--- config.mk ---
export PLATFORM = sky130hd
export DESIGN_NAME = flex_fifo_slave
export DESIGN_NICKNAME = d
export VERILOG_FILES = /design/src/rtl/flex_fifo_pkg.sv /design/src/rtl/flex_fifo_slave_fifo_sc.sv /design/src/rtl/flex_fifo_slave.sv
export SDC_FILE = /design/constraint.sdc
export NUM_CORES = 1
export LEC_CHECK = 0
export CAP_MARGIN = 10
export CELL_PAD_IN_SITES_DETAIL_PLACEMENT = 2
export CELL_PAD_IN_SITES_GLOBAL_PLACEMENT = 2
export CORE_UTILIZATION = 41
export CTS_BUF_LIST = sky130_fd_sc_hd__clkbuf_8 sky130_fd_sc_hd__clkbuf_16
export DETAILED_ROUTE_END_ITERATION = 10
export GPL_ROUTABILITY_DRIVEN = 1
export HOLD_SLACK_MARGIN = 0.02
export PLACE_DENSITY = 0.79
export SLEW_MARGIN = 10
export SYNTH_ARGS = -nofsm -noshare
export SYNTH_HDL_FRONTEND = slang
export SYNTH_SLANG_ARGS = --single-unit
--- constraint.sdc ---
create_clock -name clock -period 3.2 [get_ports clock]
set_clock_uncertainty 0.1 [all_clocks]
set_input_delay 0.64 -clock clock [delete_from_list [all_inputs] [get_ports clock]]
set_output_delay 0.64 -clock clock [all_outputs]
set_load 0.03 [all_outputs]
--- src/rtl/flex_fifo_pkg.sv ---
// Shared constants and state type for the flex-bus FIFO slave.
// Register offsets are relative to base_addr; the status layout puts the flags in bits 15..12.
package flex_fifo_pkg;

    localparam logic [1:0] OFS_DATA = 2'd0;
    localparam logic [1:0] OFS_STAT = 2'd1;
    localparam logic [1:0] OFS_CTRL = 2'd2;

    localparam int STAT_OVF   = 15;
    localparam int STAT_UDF   = 14;
    localparam int STAT_FULL  = 13;
    localparam int STAT_EMPTY = 12;

    localparam int CTRL_CLR       = 0;
    localparam int CTRL_CLR_FLAGS = 1;

    typedef enum logic [1:0] {
        IDLE    = 2'd0,
        RD_HOLD = 2'd1,
        WR_WAIT = 2'd2
    } state_t;

endpackage

--- src/rtl/flex_fifo_slave_fifo_sc.sv ---
// Single-clock show-ahead FIFO: rdata always presents the head word.
// Clear dominates push/pop. A push into a full FIFO is accepted only when a pop frees a slot in the same cycle.
module fifo_sc #(
    parameter int width = 16,
    parameter int depth = 16,
    localparam int AW = (depth > 1) ? $clog2(depth) : 1,
    localparam int CW = $clog2(depth + 1)
) (
    input  logic             clk,
    input  logic             srst,
    input  logic             push,
    input  logic             pop,
    input  logic             clear,
    input  logic [width-1:0] wdata,
    output logic [width-1:0] rdata,
    output logic [CW-1:0]    count,
    output logic             full,
    output logic             empty
);

    logic [width-1:0] mem [depth];
    logic [AW-1:0]    wr_ptr_reg;
    logic [AW-1:0]    rd_ptr_reg;
    logic [CW-1:0]    count_reg;
    logic             do_push;
    logic             do_pop;

    assign empty   = (count_reg == '0);
    assign full    = (count_reg == CW'(depth));
    assign do_pop  = pop & ~empty & ~clear;
    assign do_push = push & ~clear & (~full | do_pop);

    // Depth is a power of two, so the pointers wrap by plain overflow.
    always_ff @(posedge clk) begin
        if (srst || clear) begin
            wr_ptr_reg <= '0;
            rd_ptr_reg <= '0;
            count_reg  <= '0;
        end else begin
            if (do_push)
                wr_ptr_reg <= wr_ptr_reg + 1'b1;
            if (do_pop)
                rd_ptr_reg <= rd_ptr_reg + 1'b1;
            count_reg <= count_reg + CW'(do_push) - CW'(do_pop);
        end
    end

    always_ff @(posedge clk) begin
        if (do_push)
            mem[wr_ptr_reg] <= wdata;
    end

    assign rdata = mem[rd_ptr_reg];
    assign count = count_reg;

endmodule

--- src/rtl/flex_fifo_slave.sv ---
// Flex-bus slave exposing a hardware-fed FIFO through data, status and control registers.
// Reads and writes are acknowledged with a single-cycle dtack one cycle after the access edge.
module flex_fifo_slave
    import flex_fifo_pkg::*;
#(
    parameter int                    data_bus_width = 16,
    parameter int                    addr_width     = 16,
    parameter logic [addr_width-1:0] base_addr      = 16'h0200,
    parameter int                    fifo_depth     = 16
) (
    input  logic                      clock,
    input  logic                      reset,
    input  logic [addr_width-1:0]     adr,
    input  logic [data_bus_width-1:0] data_w,
    input  logic                      ext_adr_val,
    input  logic                      ext_rd_act,
    input  logic                      ext_wr_act,
    input  logic                      push,
    input  logic [data_bus_width-1:0] push_data,
    output logic [data_bus_width-1:0] data_r,
    output logic                      data_r_act,
    output logic                      dtack,
    output logic                      not_empty
);

    localparam int CW = $clog2(fifo_depth + 1);

    state_t                    state_reg, state_next;
    logic [data_bus_width-1:0] data_r_reg, data_r_next;
    logic                      data_r_act_reg, data_r_act_next;
    logic                      dtack_reg, dtack_next;
    logic                      not_empty_reg;
    logic                      rd_act_d_reg, wr_act_d_reg;
    logic                      ovf_reg, udf_reg;

    logic [addr_width-1:0]     ofs;
    logic [1:0]                reg_sel;
    logic                      hit, rd_start, wr_start;
    logic                      pop_req, clr_fifo, clr_flags, set_udf, set_ovf;
    logic [data_bus_width-1:0] fifo_rdata;
    logic [data_bus_width-1:0] status_word;
    logic [CW-1:0]             fifo_count;
    logic                      fifo_full, fifo_empty;
    logic                      unused_wbits;

    assign ofs      = adr - base_addr;
    assign reg_sel  = ofs[1:0];
    assign hit      = ext_adr_val && (ofs < addr_width'(3));
    assign rd_start = hit & ext_rd_act & ~rd_act_d_reg;
    assign wr_start = hit & ext_wr_act & ~wr_act_d_reg;
    assign set_ovf  = push & fifo_full & ~pop_req & ~clr_fifo;
    assign unused_wbits = ^data_w[data_bus_width-1:2];

    fifo_sc #(
        .width (data_bus_width),
        .depth (fifo_depth)
    ) u_fifo (
        .clk   (clock),
        .srst  (reset),
        .push  (push),
        .pop   (pop_req),
        .clear (clr_fifo),
        .wdata (push_data),
        .rdata (fifo_rdata),
        .count (fifo_count),
        .full  (fifo_full),
        .empty (fifo_empty)
    );

    always_comb begin
        status_word             = '0;
        status_word[CW-1:0]     = fifo_count;
        status_word[STAT_OVF]   = ovf_reg;
        status_word[STAT_UDF]   = udf_reg;
        status_word[STAT_FULL]  = fifo_full;
        status_word[STAT_EMPTY] = fifo_empty;
    end

    always_comb begin
        state_next      = state_reg;
        data_r_next     = data_r_reg;
        data_r_act_next = data_r_act_reg;
        dtack_next      = 1'b0;
        pop_req         = 1'b0;
        clr_fifo        = 1'b0;
        clr_flags       = 1'b0;
        set_udf         = 1'b0;
        case (state_reg)
            IDLE: begin
                // Read wins if both edges arrive together.
                if (rd_start) begin
                    dtack_next      = 1'b1;
                    data_r_act_next = 1'b1;
                    state_next      = RD_HOLD;
                    case (reg_sel)
                        OFS_DATA: begin
                            if (fifo_empty) begin
                                data_r_next = '0;
                                set_udf     = 1'b1;
                            end else begin
                                data_r_next = fifo_rdata;
                                pop_req     = 1'b1;
                            end
                        end
                        OFS_STAT: data_r_next = status_word;
                        default:  data_r_next = '0;
                    endcase
                end else if (wr_start) begin
                    dtack_next = 1'b1;
                    state_next = WR_WAIT;
                    if (reg_sel == OFS_CTRL) begin
                        clr_fifo  = data_w[CTRL_CLR];
                        clr_flags = data_w[CTRL_CLR_FLAGS];
                    end
                end
            end
            RD_HOLD: begin
                if (!ext_rd_act) begin
                    data_r_next     = '0;
                    data_r_act_next = 1'b0;
                    state_next      = IDLE;
                end
            end
            WR_WAIT: begin
                if (!ext_wr_act)
                    state_next = IDLE;
            end
            default: state_next = IDLE;
        endcase
    end

    // Edge detectors keep following the bus during reset, so a cycle still held
    // across reset is not mistaken for a fresh access afterwards.
    always_ff @(posedge clock) begin
        rd_act_d_reg <= ext_rd_act;
        wr_act_d_reg <= ext_wr_act;
        if (reset) begin
            state_reg      <= IDLE;
            data_r_reg     <= '0;
            data_r_act_reg <= 1'b0;
            dtack_reg      <= 1'b0;
            not_empty_reg  <= 1'b0;
            ovf_reg        <= 1'b0;
            udf_reg        <= 1'b0;
        end else begin
            state_reg      <= state_next;
            data_r_reg     <= data_r_next;
            data_r_act_reg <= data_r_act_next;
            dtack_reg      <= dtack_next;
            not_empty_reg  <= ~fifo_empty;
            if (clr_flags) begin
                ovf_reg <= 1'b0;
                udf_reg <= 1'b0;
            end
            if (set_ovf)
                ovf_reg <= 1'b1;
            if (set_udf)
                udf_reg <= 1'b1;
        end
    end

    assign data_r     = data_r_reg;
    assign data_r_act = data_r_act_reg;
    assign dtack      = dtack_reg;
    assign not_empty  = not_empty_reg;

endmodule
Word-level counts from Yosys, hierarchy flattened
Memory sizes are Yosys's and may differ from the RTL's. A register that Yosys moved wholly into a read port is not among the register bits.
Cells that the tools add are included.
- register bits after elaboration: 38
- memory bits (writable): 256
- input bits: 54
- output and inout port bits: 19
- word-level logic and storage cells: 96
- memories: 1
- memories (name ; depth ; bits a word ; read ports ; clocked after memory_dff ; wr ports ; RTL line ; RTL):
    u_fifo.mem ; 16 ; 16 ; 1 ; 1 ; 1 ; flex_fifo_slave_fifo_sc.sv:21 ; logic [width-1:0] mem [depth];
- add/sub/neg operators: 5
- magnitude comparators: 1
- equal/unequal tests: 9
- mux-type cells: 38
- bitwise gates (word level): 19
- reduce and logical (&&, ||, !) cells: 11
- operators by type and width (operator ; count):
    one-hot mux 16 bit (2 select lines) ; 2
    2-to-1 mux 16 bit ; 3
    2-to-1 mux 1 bit ; 25
    < comparator 16 x 2 -> 1 bit (second input constant) ; 1
    subtractor 16 x 10 -> 16 bit (second input constant) ; 1
    bitwise AND 1 bit ; 11
    adder 4 x 1 -> 4 bit (second input constant) ; 2
    2-to-1 mux 2 bit ; 4
    2-to-1 mux 4 bit ; 2
    NOT 1 bit ; 7
    != test 2 bit (second input constant) ; 3
    one-hot mux 2 bit (3 select lines) ; 1
    AND reduction 3 bit ; 2
    nonzero test 2 bit ; 3
    adder 5 x 1 -> 5 bit ; 1
    equality test 5 bit (second input constant) ; 1
    zero test 5 bit ; 1
    subtractor 5 x 1 -> 5 bit ; 1
    equality test 2 x 1 -> 1 bit (second input constant) ; 2
    equality test 2 bit (second input constant) ; 2
    zero test 2 bit ; 2
    != test 3 bit (second input constant) ; 1
    one-hot mux 1 bit (2 select lines) ; 1
    OR reduction 2 bit ; 1
    3 further kinds ; 3

Depth between registers and ports, before layout
Gate-level depths: netlist of the first run.
- depth after elaboration: 14
- gate-level depth with buffers: 15
- depth with buffers taken out: 15

By module
From an unflattened synthesis of the first run, not the netlist that was laid out.
- cells, all modules: 661
- area total of the unflattened synthesis: 12075.3 sq um
- modules (own cells, without submodules) (module ; times used ; cells each ; area each (sq um)):
    fifo_sc ; 1 ; 504 ; 10632.7
    flex_fifo_slave ; 1 ; 157 ; 1442.6

Least setup slack after synthesis of the first run
Ideal clock, no wire load.
- path kind: input -> register
- from: input port adr[9]
- to: register u_fifo.count_reg[4], in the netlist u_fifo.count[4]
- data arrival time: 3229 ps
- data required time: 2976 ps
- setup slack: -253 ps
- stages: 15
- path through: inv_1 -> ha_1 -> nor4bb_1 -> nand3_1 -> or4b_2 -> nor2_1 -> ha_1 -> inv_1 -> ha_1 -> fa_1 -> a21oi_1 -> nor2_1 -> nor2_1 -> xnor2_1 -> nor2_1
- word-level cells in the longest chain between the ends: 14
- elaborated cells on any way between the ends: 21
- classes of those cells: 3 x add/sub; 1 x order compare; 5 x mux; 10 x bitwise; 2 x reduce/logical
- RTL lines (element ; RTL line ; RTL):
    start: declaration ; flex_fifo_slave.sv:13 ; input logic [addr_width-1:0] adr,
    subtractor 16 x 10 -> 16 bit * ; flex_fifo_slave.sv:46 ; assign ofs = adr - base_addr;
    < comparator 16 x 2 -> 1 bit * ; flex_fifo_slave.sv:48 ; assign hit = ext_adr_val && (ofs < addr_width'(3));
    logical AND 1 bit * ; flex_fifo_slave.sv:48 ;
    bitwise AND 1 bit (2 in a row) ; flex_fifo_slave.sv:50 ; assign wr_start = hit & ext_wr_act & ~wr_act_d_reg;
    2-to-1 mux 1 bit ; flex_fifo_slave.sv:108 ; end else if (wr_start) begin
    2-to-1 mux 1 bit ; flex_fifo_slave.sv:91 ; if (rd_start) begin
    2-to-1 mux 1 bit ; flex_fifo_slave.sv:88 ; case (state_reg)
    NOT 1 bit ; flex_fifo_slave_fifo_sc.sv:30, flex_fifo_slave_fifo_sc.sv:31 ;
    bitwise AND 1 bit ; flex_fifo_slave_fifo_sc.sv:30 ; assign do_pop = pop & ~empty & ~clear;
    OR 1 bit ; flex_fifo_slave_fifo_sc.sv:31 ; assign do_push = push & ~clear & (~full | do_pop);
    bitwise AND 1 bit ; flex_fifo_slave_fifo_sc.sv:31 ;
    adder 5 x 1 -> 5 bit ; flex_fifo_slave_fifo_sc.sv:44 ; count_reg <= count_reg + CW'(do_push) - CW'(do_pop);
    subtractor 5 x 1 -> 5 bit ; flex_fifo_slave_fifo_sc.sv:44 ;
    end signal: assignment ; flex_fifo_slave_fifo_sc.sv:44 ;
    end: declaration ; flex_fifo_slave_fifo_sc.sv:24 ; logic [CW-1:0] count_reg;
Mark *: on every way between the ends. The rest lies on a longest branch, timed or not.
A chain may end at the register's enable or synchronous reset.

Worst setup path after layout of the first run
- from: input port adr[10]
- to: register u_fifo.count_reg[4], in the netlist u_fifo.count[4]
The elaborated chain is that of the path after synthesis.

==> metrics.cfg, run 1 <==
[floorplanning]
die_w_um = 171
dieArea_sq_mm = 0.0294
io_pins = 73
start_util_pct = 42.0
rows = 61
die_h_um = 171
core-area_sq_mm = 0.0280

[pwr]
p_sw_share_pct = 22.4
intPower_w = 0.00689
p_switching_w = 0.00199
clockPowerShare_pct = 41.0
pwr_density_cell_mw_per_mm2 = 607
p_comb_share_pct = 9.4
p_leak_nw = 4.85
ir_worst_vdd_uv = 497
power.total_w = 0.00887
power_frac_seq_pct = 49.6

[drt]
drtIter0Drc = 445
finalWirelength_um = 33100
drc = 0
dr.pass1.iters = 5
postRouteAntennaNets = 0
wl_per_cell_um = 29.1
dr_total_vias = 6445
via_per_inst = 5.67

[worst_setup_path]
crit_chain = buf_8 -> inv_4 -> ha_4 -> nor4bb_4 -> nand3_1 -> or4b_4 -> nor2_4 -> ha_4 -> inv_2 -> ha_4 -> fa_2 -> a21oi_2 -> nor2_1 -> nor2_1 -> xnor2_1 -> nor2_1
cpMaxStageDelayCell = or4b_4
path_buf_inv = 3
path_class = in2reg
crit_path_max_fanout = 2
path_delay_family = simple AND/OR/NAND/NOR gates
critPathLaunch = adr[10]
worstPathRequired_ps = 3540
arrival_ps = 3460
r2r-start = u_fifo.count[2]
start_kind = input port
worstSetupEndpointType = flop
critical-path-max-stage-delay_ps = 560

[status]
status = completed

[logic_synthesis]
ys_types = 56
yosysWarnings = 0
ys_seq_elements = 298
yosysSeqAreaShare_pct = 72.5
syn_area_per_cell_sq_um = 19.5
ys.flop_type = edfxtp_1
synth.cell_area_sq_mm = 0.0118
yosys.area.top_type = edfxtp_1
synthTopCellsByArea = edfxtp_1 (65%), mux4_2 (14%), dfxtp_1 (7.1%), mux2i_1 (1.7%), ha_1 (1.3%)
synth-async-reset-ratio_pct = 0
synth_top_cell_area_share_pct = 65.4
synth_edf_count = 256
synth_cells = 604
synth_nets = 671

[run]
cap_violations = 0

[final_layout]
final_common_cell = edfxtp_1
syn_to_final_growth_pct = 24.2
diodes = 0
largest_reg_flops = 256
drive_gt1_share_pct = 28.1
fin_area_sq_mm = 0.0146
layout.nets = 800
most-common-layout-cells = edfxtp_1 (256), mux4_2 (71), clkdlybuf4s50_1 (44)
fillers = 2430

[clocking]
path_clk_slew_ps = 60
cts-root-buf = clkbuf_16
clk_path_buf_depth = 3
holdBufCountCts = 0
numCtsBuffers = 31
clk_latency_ps = 550
clock_sinks = 298
cts_tree = yes
htreeDepth = 1

[sta]
maxSlewViolCount = 0
final.period_utilization_pct = 97.6
hold_viol = 0
rsz0062_at_grt = true
finalWorstSetupSlack_ps = 77.1
max-slew-margin-rel_pct = 44.8
layout_min_cycle_time_ps = 3120
setup_violations = 0
fmax_mhz = 320
worst_pin_slew_ps = 828

[placed_design]
gp_congestion = 0.854
pre_cts_ws_ps = -900
placed_area_sq_mm = 0.0134
dpl.hpwl_um = 21100
io_buffers = 58

[global_route]
grt.overflow.total = 0
grt_antenna_before_repair = 0
grt_pass1_vias = 7271
grt_max_degree = 40
grt_pass1_wl_um = 48300
track_usage_pct = 23.3

[min_path]
min_path_type = reg2reg
worstHoldStart = data_r[0]

worst register-to-register path, cell delays in order, from the launching register on:
cell and delay (ps):
dfxtp_1 320, inv_1 140, ha_1 220, or4b_4 490
nand2_2 80, buf_4 180, nor2_4 50, ha_4 250
inv_2 40, ha_4 160, fa_2 370, a21oi_2 140
nor2_1 50, nor2_1 140, xnor2_1 150, nor2_1 70
synth_stat cells, drive strengths merged (11+ instances only):
cell type	number
inv	16
dfxtp	42
a22o	11
mux2i	20
edfxtp	256
buf	16
ha	12
mux4	71
and3	12
nor2	20
metal layers:
metal | global-route usage (%) | wire length [um] | vias up
li1 | - | - | 2739
met1 | 28.7 | 13000 | 3429
met2 | 42.8 | 17700 | 209
met3 | 3.34 | 1590 | 68
met4 | 6.06 | 821 | 0
met5 | 0 | 0 | -
final cells by class:
| type | instances | area, sq um | share of cell area [%] |
|---|---|---|---|
| inverter | 16 | 65.1 | 0.445 |
| tap | 378 | 473 | 3.24 |
| timing repair buffer | 122 | 1360 | 9.33 |
| clock buffer | 39 | 886 | 6.06 |
| sequential | 298 | 8530 | 58.4 |
| clock inverter | 19 | 160 | 1.10 |
| multi-input combinational | 264 | 3130 | 21.4 |
metrics by stage:
| stage | setup TNS [ps] | hold WS [ps] | utilization (%) | instances |
|---|---|---|---|---|
| finish | 0 | 370 | 52.2 | 1136 |
| CTS | -864 | 371 | 51.8 | 1134 |
| global route | 0 | 389 | 52.2 | 1136 |
| global placement | -114130 | 360 | 47.9 | 1074 |
| floorplan | 0 | 350 | - | 604 |
| detailed placement | -164260 | 353 | 47.9 | 1074 |
logic make-up (layout without fill, tap and decap cells):
kind of cell | count (synthesis) | in the layout | share of synthesized area (%)
DFF | 298 | 298 | 72.5
and+or+nand+nor | 101 | 101 | 4.95
muxes | 92 | 92 | 15.4
AOI/OAI and AO/OA | 52 | 52 | 3.63
buffers and inverters | 42 | 196 | 1.64
adders and majority gates | 13 | 13 | 1.45
xor gates and xnor gates | 6 | 6 | 0.447
repair_timing:
| item | in CTS | in global routing |
|---|---|---|
| setup buffers | 2 | 2 |
| endpoints found under the setup margin | 224 | 70 |
| pin swaps | 7 | 16 |
| gates resized for setup | 6 | 31 |
final timing paths:
kind / to / slack (ps) / cells after the start
setup reg to reg: u_fifo.count[4] / 120 / 15
setup / recovery: u_fifo.count[4] / 80 / 16
hold / removal: data_r[0] / 370 / 1
hold reg to reg: data_r[0] / 370 / 1
power by group through the flow:
stage	combinational (W)	sequential (W)	clock, W
after floorplan	0.000388	0.00447	0
after CTS	0.000825	0.00440	0.00372
after global placement	0.000734	0.00447	0
final	0.000836	0.00440	0.00364
after detailed placement	0.000803	0.00448	0
after global routing	0.000898	0.00441	0.00385
(Power assumes the default switching activity.)
==> run 2: changes to the inputs <==
--- a/config.mk
+++ b/config.mk
@@ -8,6 +8,7 @@
 export CAP_MARGIN = 10
 export CELL_PAD_IN_SITES_DETAIL_PLACEMENT = 2
 export CELL_PAD_IN_SITES_GLOBAL_PLACEMENT = 2
+export CORE_ASPECT_RATIO = 1.25
 export CORE_UTILIZATION = 41
 export CTS_BUF_LIST = sky130_fd_sc_hd__clkbuf_8 sky130_fd_sc_hd__clkbuf_16
 export DETAILED_ROUTE_END_ITERATION = 10
==> metrics.cfg, run 2 (synthesis gave the netlist of run 1 again) <==
[status]
status = completed

[sta]
final.period_utilization_pct = 97.8  ; +0.20 points
fmax_mhz = 320  ; -0.20%
hold_slack_ps = 384  ; +14.8 ps
worst_pin_slew_ps = 727  ; -100 ps
rsz0062_at_grt = false
hold_viol = 0  ; unchanged
finalWorstSetupSlack_ps = 70.8  ; -6.28 ps
layout_min_cycle_time_ps = 3130  ; +6.28 ps
max-slew-margin-rel_pct = 51.1  ; +6.2 points
maxSlewViolCount = 0  ; unchanged
setup_violations = 0  ; unchanged

[worst_setup_path]
r2r-start = u_fifo.count[2]
worstPathRequired_ps = 3360  ; -180 ps
r2r_slack_ps = 140  ; +20 ps
path_class = in2reg
worstReg2RegEnd = u_fifo.count[4]
crit_path_max_fanout = 16  ; +14
worstSetupEndpointType = flop
crit_end = u_fifo.mem[7][2]
critPathLaunch = adr[3]
arrival_ps = 3280  ; -180 ps
rr_worst_depth = 15  ; unchanged
start_kind = input port

[floorplanning]
die_w_um = 153  ; -10%
dieArea_sq_mm = 0.0294  ; about the same
io_pins = 73  ; unchanged
start_util_pct = 42.1  ; +0.16 points
die_h_um = 191  ; +12%
rows = 68  ; +11%
core-area_sq_mm = 0.0279  ; -0.37%

[run]
cap_violations = 0  ; unchanged

[pwr]
p_switching_w = 0.00202  ; +1.7%
p_leak_nw = 4.77  ; -1.6%
pwr_density_cell_mw_per_mm2 = 634  ; +4.5%
ir_worst_vdd_uv = 638  ; +28%
clockPowerShare_pct = 43.7  ; +2.7 points
p_sw_share_pct = 21.9  ; -0.52 points
intPower_w = 0.00721  ; +4.8%
power_frac_seq_pct = 47.8  ; -1.8 points
p_comb_share_pct = 8.6  ; -0.8 points
power.total_w = 0.00924  ; +4.1%

[final_layout]
fin_area_sq_mm = 0.0146  ; -0.39%
largest_reg_flops = 256  ; unchanged
final_common_cell = edfxtp_1
diodes = 0  ; unchanged
syn_to_final_growth_pct = 23.8
layout.nets = 794  ; -0.75%
drive_gt1_share_pct = 28.0  ; -0.14 points
final_core_util_pct = 52.2  ; about the same
most-common-layout-cells = edfxtp_1 (256), mux4_2 (71), clkdlybuf4s50_1 (50)

[drt]
drc = 0  ; unchanged
dr.pass1.iters = 5  ; unchanged
drtIter0Drc = 366  ; -18%
finalWirelength_um = 33200  ; +0.36%
dr_total_vias = 6383  ; -0.96%
wl_per_cell_um = 30.1  ; +3.5%
postRouteAntennaNets = 0  ; unchanged
via_per_inst = 5.80  ; +2.2%

[placed_design]
pre_cts_ws_ps = -824  ; +76.0 ps
io_buffers = 58  ; unchanged
dpl.hpwl_um = 20200  ; -4.0%
gp_congestion = 0.782  ; -8.5%
placed_area_sq_mm = 0.0133  ; -0.73%

[clocking]
clk_path_buf_depth = 3  ; unchanged
numCtsBuffers = 30  ; -3.2%
cts-root-buf = clkbuf_16
cts_tree = yes
htreeDepth = 1  ; unchanged
clk_latency_ps = 560  ; about the same
holdBufCountCts = 0  ; unchanged
path_clk_slew_ps = 70  ; about the same
clock_sinks = 298  ; unchanged

[global_route]
grt_pass1_vias = 7334  ; +0.87%
grt_max_degree = 44  ; +10%
track_usage_pct = 23.2  ; -0.080 points
grt_pass1_wl_um = 48500  ; +0.27%
grt_antenna_before_repair = 0  ; unchanged
grt.overflow.total = 0  ; unchanged

[min_path]
min_path_type = reg2reg

==> run 2: changes by cell type in the layout (fill, tap and decap cells not counted), moves of 2 or more <==
cell | previous run | this run
bufinv_16 | 3 | 9
buf_8 | 2 | 0
clkinvlp_4 | 0 | 3
dlymetal6s2s_1 | 12 | 6
clkbuf_2 | 0 | 2
inv_1 | 21 | 17
clkdlybuf4s50_1 | 44 | 50
clkbuf_8 | 8 | 2
inv_4 | 2 | 0
buf_12 | 21 | 19
clkinv_2 | 4 | 6
buf_4 | 43 | 40
==> run 2: critical path, cell delays in order <==
cell and delay, ps:
clkdlybuf4s50_1 440, nor4bb_4 320, buf_4 170, buf_4 110, nand4_1 120, or4_4 490, buf_4 170, a211oi_4 340
and2_1 260, buf_12 210
==> run 2: timing repair <==
action                                  in CTS  in global routing
buffers inserted                             2                  2
gates cloned                                 0                  0
hold endpoints to repair                     0                  0
pin swaps                                    6                 14
gates resized for setup                      4                 17
endpoints found under the setup margin     260                 50
==> run 2: through the flow <==
step	std cells	TNS [ps]
6_report	1101	0
5_1_grt	1101	0
4_1_cts	1099	0
3_5_place_dp	1041	-180050
3_3_place_gp	1041	-122500
2_1_floorplan	604	0
==> run 2: final cells by class <==
| type | instances | area [sq um] |
|---|---|---|
| Fill cell | 2413 | 13400 |
| Inverter | 16 | 60.1 |
| Clock inverter | 23 | 342 |
| Multi-Input combinational cell | 264 | 3110 |
| Timing Repair Buffer | 117 | 1270 |
| Clock buffer | 33 | 803 |
| Sequential cell | 298 | 8530 |
| Tap cell | 350 | 438 |
==> run 2: how the worst min path moves through the flow <==
stage	startpoint	endpoint	slack (ps)	cells past startpoint
final	data_r_act	data_r_act	380	1
after global routing	data_r_act	data_r_act	410	1
after CTS	data_r_act	data_r_act	390	1
after detailed placement	data_r_act	data_r_act	370	1
after global placement	data_r[7]	data_r[7]	360	1
after floorplan	udf_reg	udf_reg	350	2
==> run 2: power by group through the flow <==
stage               clock network, W  logic [W]  registers, W
global route                 0.00424   0.000849       0.00442
global placement                   0   0.000696       0.00447
CTS                          0.00412   0.000786       0.00441
floorplan                          0   0.000388       0.00447
finish                       0.00403   0.000791       0.00441
detailed placement                 0   0.000768       0.00449
==> run 2: per-layer routing <==
layer  track usage, %  vias up  share of wire (%)
met4             7.23        0                2.6
met2             43.7      224                 54
met5                0        -                  0
met3             3.22       59                5.3
li1                 -     2730                  -
met1             27.3     3370                 38
==> run 3: changes to the inputs <==
--- a/config.mk
+++ b/config.mk
@@ -8,7 +8,7 @@
 export CAP_MARGIN = 10
 export CELL_PAD_IN_SITES_DETAIL_PLACEMENT = 2
 export CELL_PAD_IN_SITES_GLOBAL_PLACEMENT = 2
-export CORE_ASPECT_RATIO = 1.25
+export CORE_ASPECT_RATIO = 1.2
 export CORE_UTILIZATION = 41
 export CTS_BUF_LIST = sky130_fd_sc_hd__clkbuf_8 sky130_fd_sc_hd__clkbuf_16
 export DETAILED_ROUTE_END_ITERATION = 10
==> metrics.cfg, run 3 (synthesis gave the netlist of run 1 again) <==
[drt]
drtIter0Drc = 338  ; -7.7%
finalWirelength_um = 33500  ; +0.79%
wl_per_cell_um = 29.5  ; -2.1%
postRouteAntennaNets = 0  ; unchanged
drc = 0  ; unchanged
dr.pass1.iters = 4  ; -1
dr_total_vias = 6470  ; +1.4%
via_per_inst = 5.71  ; -1.6%

[worst_setup_path]
path_class = in2reg
start_kind = input port
worstPathRequired_ps = 3520  ; +160 ps
arrival_ps = 3440  ; +160 ps
critical-path-max-stage-delay_ps = 550  ; +60 ps
crit_chain = clkbuf_2 -> inv_1 -> ha_1 -> nor4bb_4 -> nand3_1 -> or4b_4 -> nor2_4 -> ha_4 -> inv_2 -> ha_4 -> fa_2 -> a21oi_2 -> nor2_1 -> nor2_1 -> xnor2_1 -> nor2_1
cpMaxStageDelayCell = or4b_4
crit_path_max_fanout = 2  ; -14
path_buf_inv = 3  ; -2
path_common_cell = nor2_1
path_delay_family = simple AND/OR/NAND/NOR gates
worstSetupEndpointType = flop

[sta]
worst_pin_slew_ps = 808  ; +80.4 ps
layout_min_cycle_time_ps = 3110  ; -16.4 ps
finalWorstSetupSlack_ps = 87.2  ; +16.4 ps
final.period_utilization_pct = 97.3  ; -0.51 points
setup_violations = 0  ; unchanged
max-slew-margin-rel_pct = 45.6  ; -5.4 points
hold_viol = 0  ; unchanged
fmax_mhz = 321  ; +0.53%
maxSlewViolCount = 0  ; unchanged

[global_route]
grt_antenna_before_repair = 0  ; unchanged
grt.overflow.total = 0  ; unchanged
grt_pass1_wl_um = 48800  ; +0.67%
grt_pass1_vias = 7366  ; +0.44%
grt_max_degree = 38  ; -14%
track_usage_pct = 23.5  ; +0.29 points

[clocking]
path_clk_slew_ps = 60  ; about the same
cts_tree = yes
htreeDepth = 1  ; unchanged
clock_sinks = 298  ; unchanged
cts-root-buf = clkbuf_16
clk_path_buf_depth = 3  ; unchanged
clk_latency_ps = 550  ; about the same
numCtsBuffers = 30  ; unchanged

[final_layout]
diodes = 0  ; unchanged
instances_no_fill = 1134  ; +3.0%
drive_gt1_share_pct = 27.9  ; about the same
syn_to_final_growth_pct = 23.2
largest_reg_flops = 256  ; unchanged
most-common-layout-cells = edfxtp_1 (256), mux4_2 (71), buf_4 (49)
fillers = 2455  ; +1.7%
layout.nets = 799  ; +0.63%
final_common_cell = edfxtp_1

[placed_design]
pre_cts_ws_ps = -820  ; +4.54 ps
dp_cells = 1075  ; +3.3%
gp_congestion = 0.803  ; +2.6%
dpl.hpwl_um = 21400  ; +5.6%
io_buffers = 58  ; unchanged

[min_path]
min_path_type = reg2reg

[floorplanning]
die_w_um = 157  ; +2.0%
dieArea_sq_mm = 0.0294  ; about the same
core-area_sq_mm = 0.0281  ; +0.63%
io_pins = 73  ; unchanged
die_h_um = 188  ; -2.0%
rows = 67  ; -1.5%
start_util_pct = 41.9  ; -0.26 points

[pwr]
pwr_density_cell_mw_per_mm2 = 610  ; -3.9%
power.total_w = 0.00883  ; -4.3%
p_leak_nw = 4.80  ; +0.63%
ir_worst_vdd_uv = 570  ; -11%

[run]
cap_violations = 0  ; unchanged

[status]
status = completed

[run 3: changes by cell type in the layout (fill, tap and decap cells not counted), sizes merged]
cell / previous run / this run
buf: 59 / 64
bufinv: 9 / 4
clkbuf: 35 / 37
clkdlybuf4s50: 50 / 44
clkinv: 8 / 10
clkinvlp: 3 / 2
dlymetal6s2s: 6 / 12
inv: 19 / 20
[run 3: per-stage QoR]
step | hold WS [ps] | TNS (ps) | util, % | area, sq um
5_1_grt | 399 | -11.4 | 51.6 | 14500
3_3_place_gp | 362 | -119250 | 47.5 | 13300
2_1_floorplan | 350 | 0 | - | 11800
4_1_cts | 386 | 0 | 51.3 | 14400
3_5_place_dp | 370 | -154950 | 47.5 | 13300
6_report | 379 | 0 | 51.6 | 14500
[run 3: worst register-to-register path: stages (launching register included)]
cell     delay [ps]
dfxtp_1         350
inv_1           110
ha_1            180
or4b_1          490
nand2_2         100
buf_4           180
nor2_4           50
ha_4            260
inv_2            40
ha_4            160
fa_2            370
a21oi_2         150
nor2_1           60
nor2_1          130
xnor2_1         140
nor2_1           60
[run 3: worst paths after layout]
check	from	to	cells after the start	slack [ps]
max reg2reg	u_fifo.count[3]	u_fifo.count[4]	15	160
min	data_r_act	data_r_act	1	380
max	adr[10]	u_fifo.count[4]	16	90
min reg2reg	data_r_act	data_r_act	1	380
[run 3: cell type report]
cell class / instances / area, sq um / area share (%)
Inverter: 16 / 60.1 / 0.415
Clock buffer: 35 / 831 / 5.74
Tap cell: 379 / 474 / 3.27
Timing Repair Buffer: 122 / 1260 / 8.70
Sequential cell: 298 / 8530 / 58.9
Clock inverter: 20 / 199 / 1.37
Multi-Input combinational cell: 264 / 3130 / 21.6
[run 3: power breakdown]
group	switching, W	internal [W]	total [W]	leakage (nW)
sequential	0.0000612	0.00434	0.00441	2.65
combinational	0.000462	0.000336	0.000798	1.63
clock	0.00147	0.00216	0.00363	0.519
[run 3: metal layers]
layer	share of wire [%]	GRT usage, %
met1	36	26.1
met2	55	44.4
met3	5.8	4.39
met4	3.5	7.92
met5	0	0
[run 3: repair_timing]
action,in CTS,in global routing
endpoints found under the setup margin,217,182
hold endpoints to repair,0,0
gates resized for setup,7,22
setup buffers,3,1
hold buffers,0,0
pin swaps,11,15
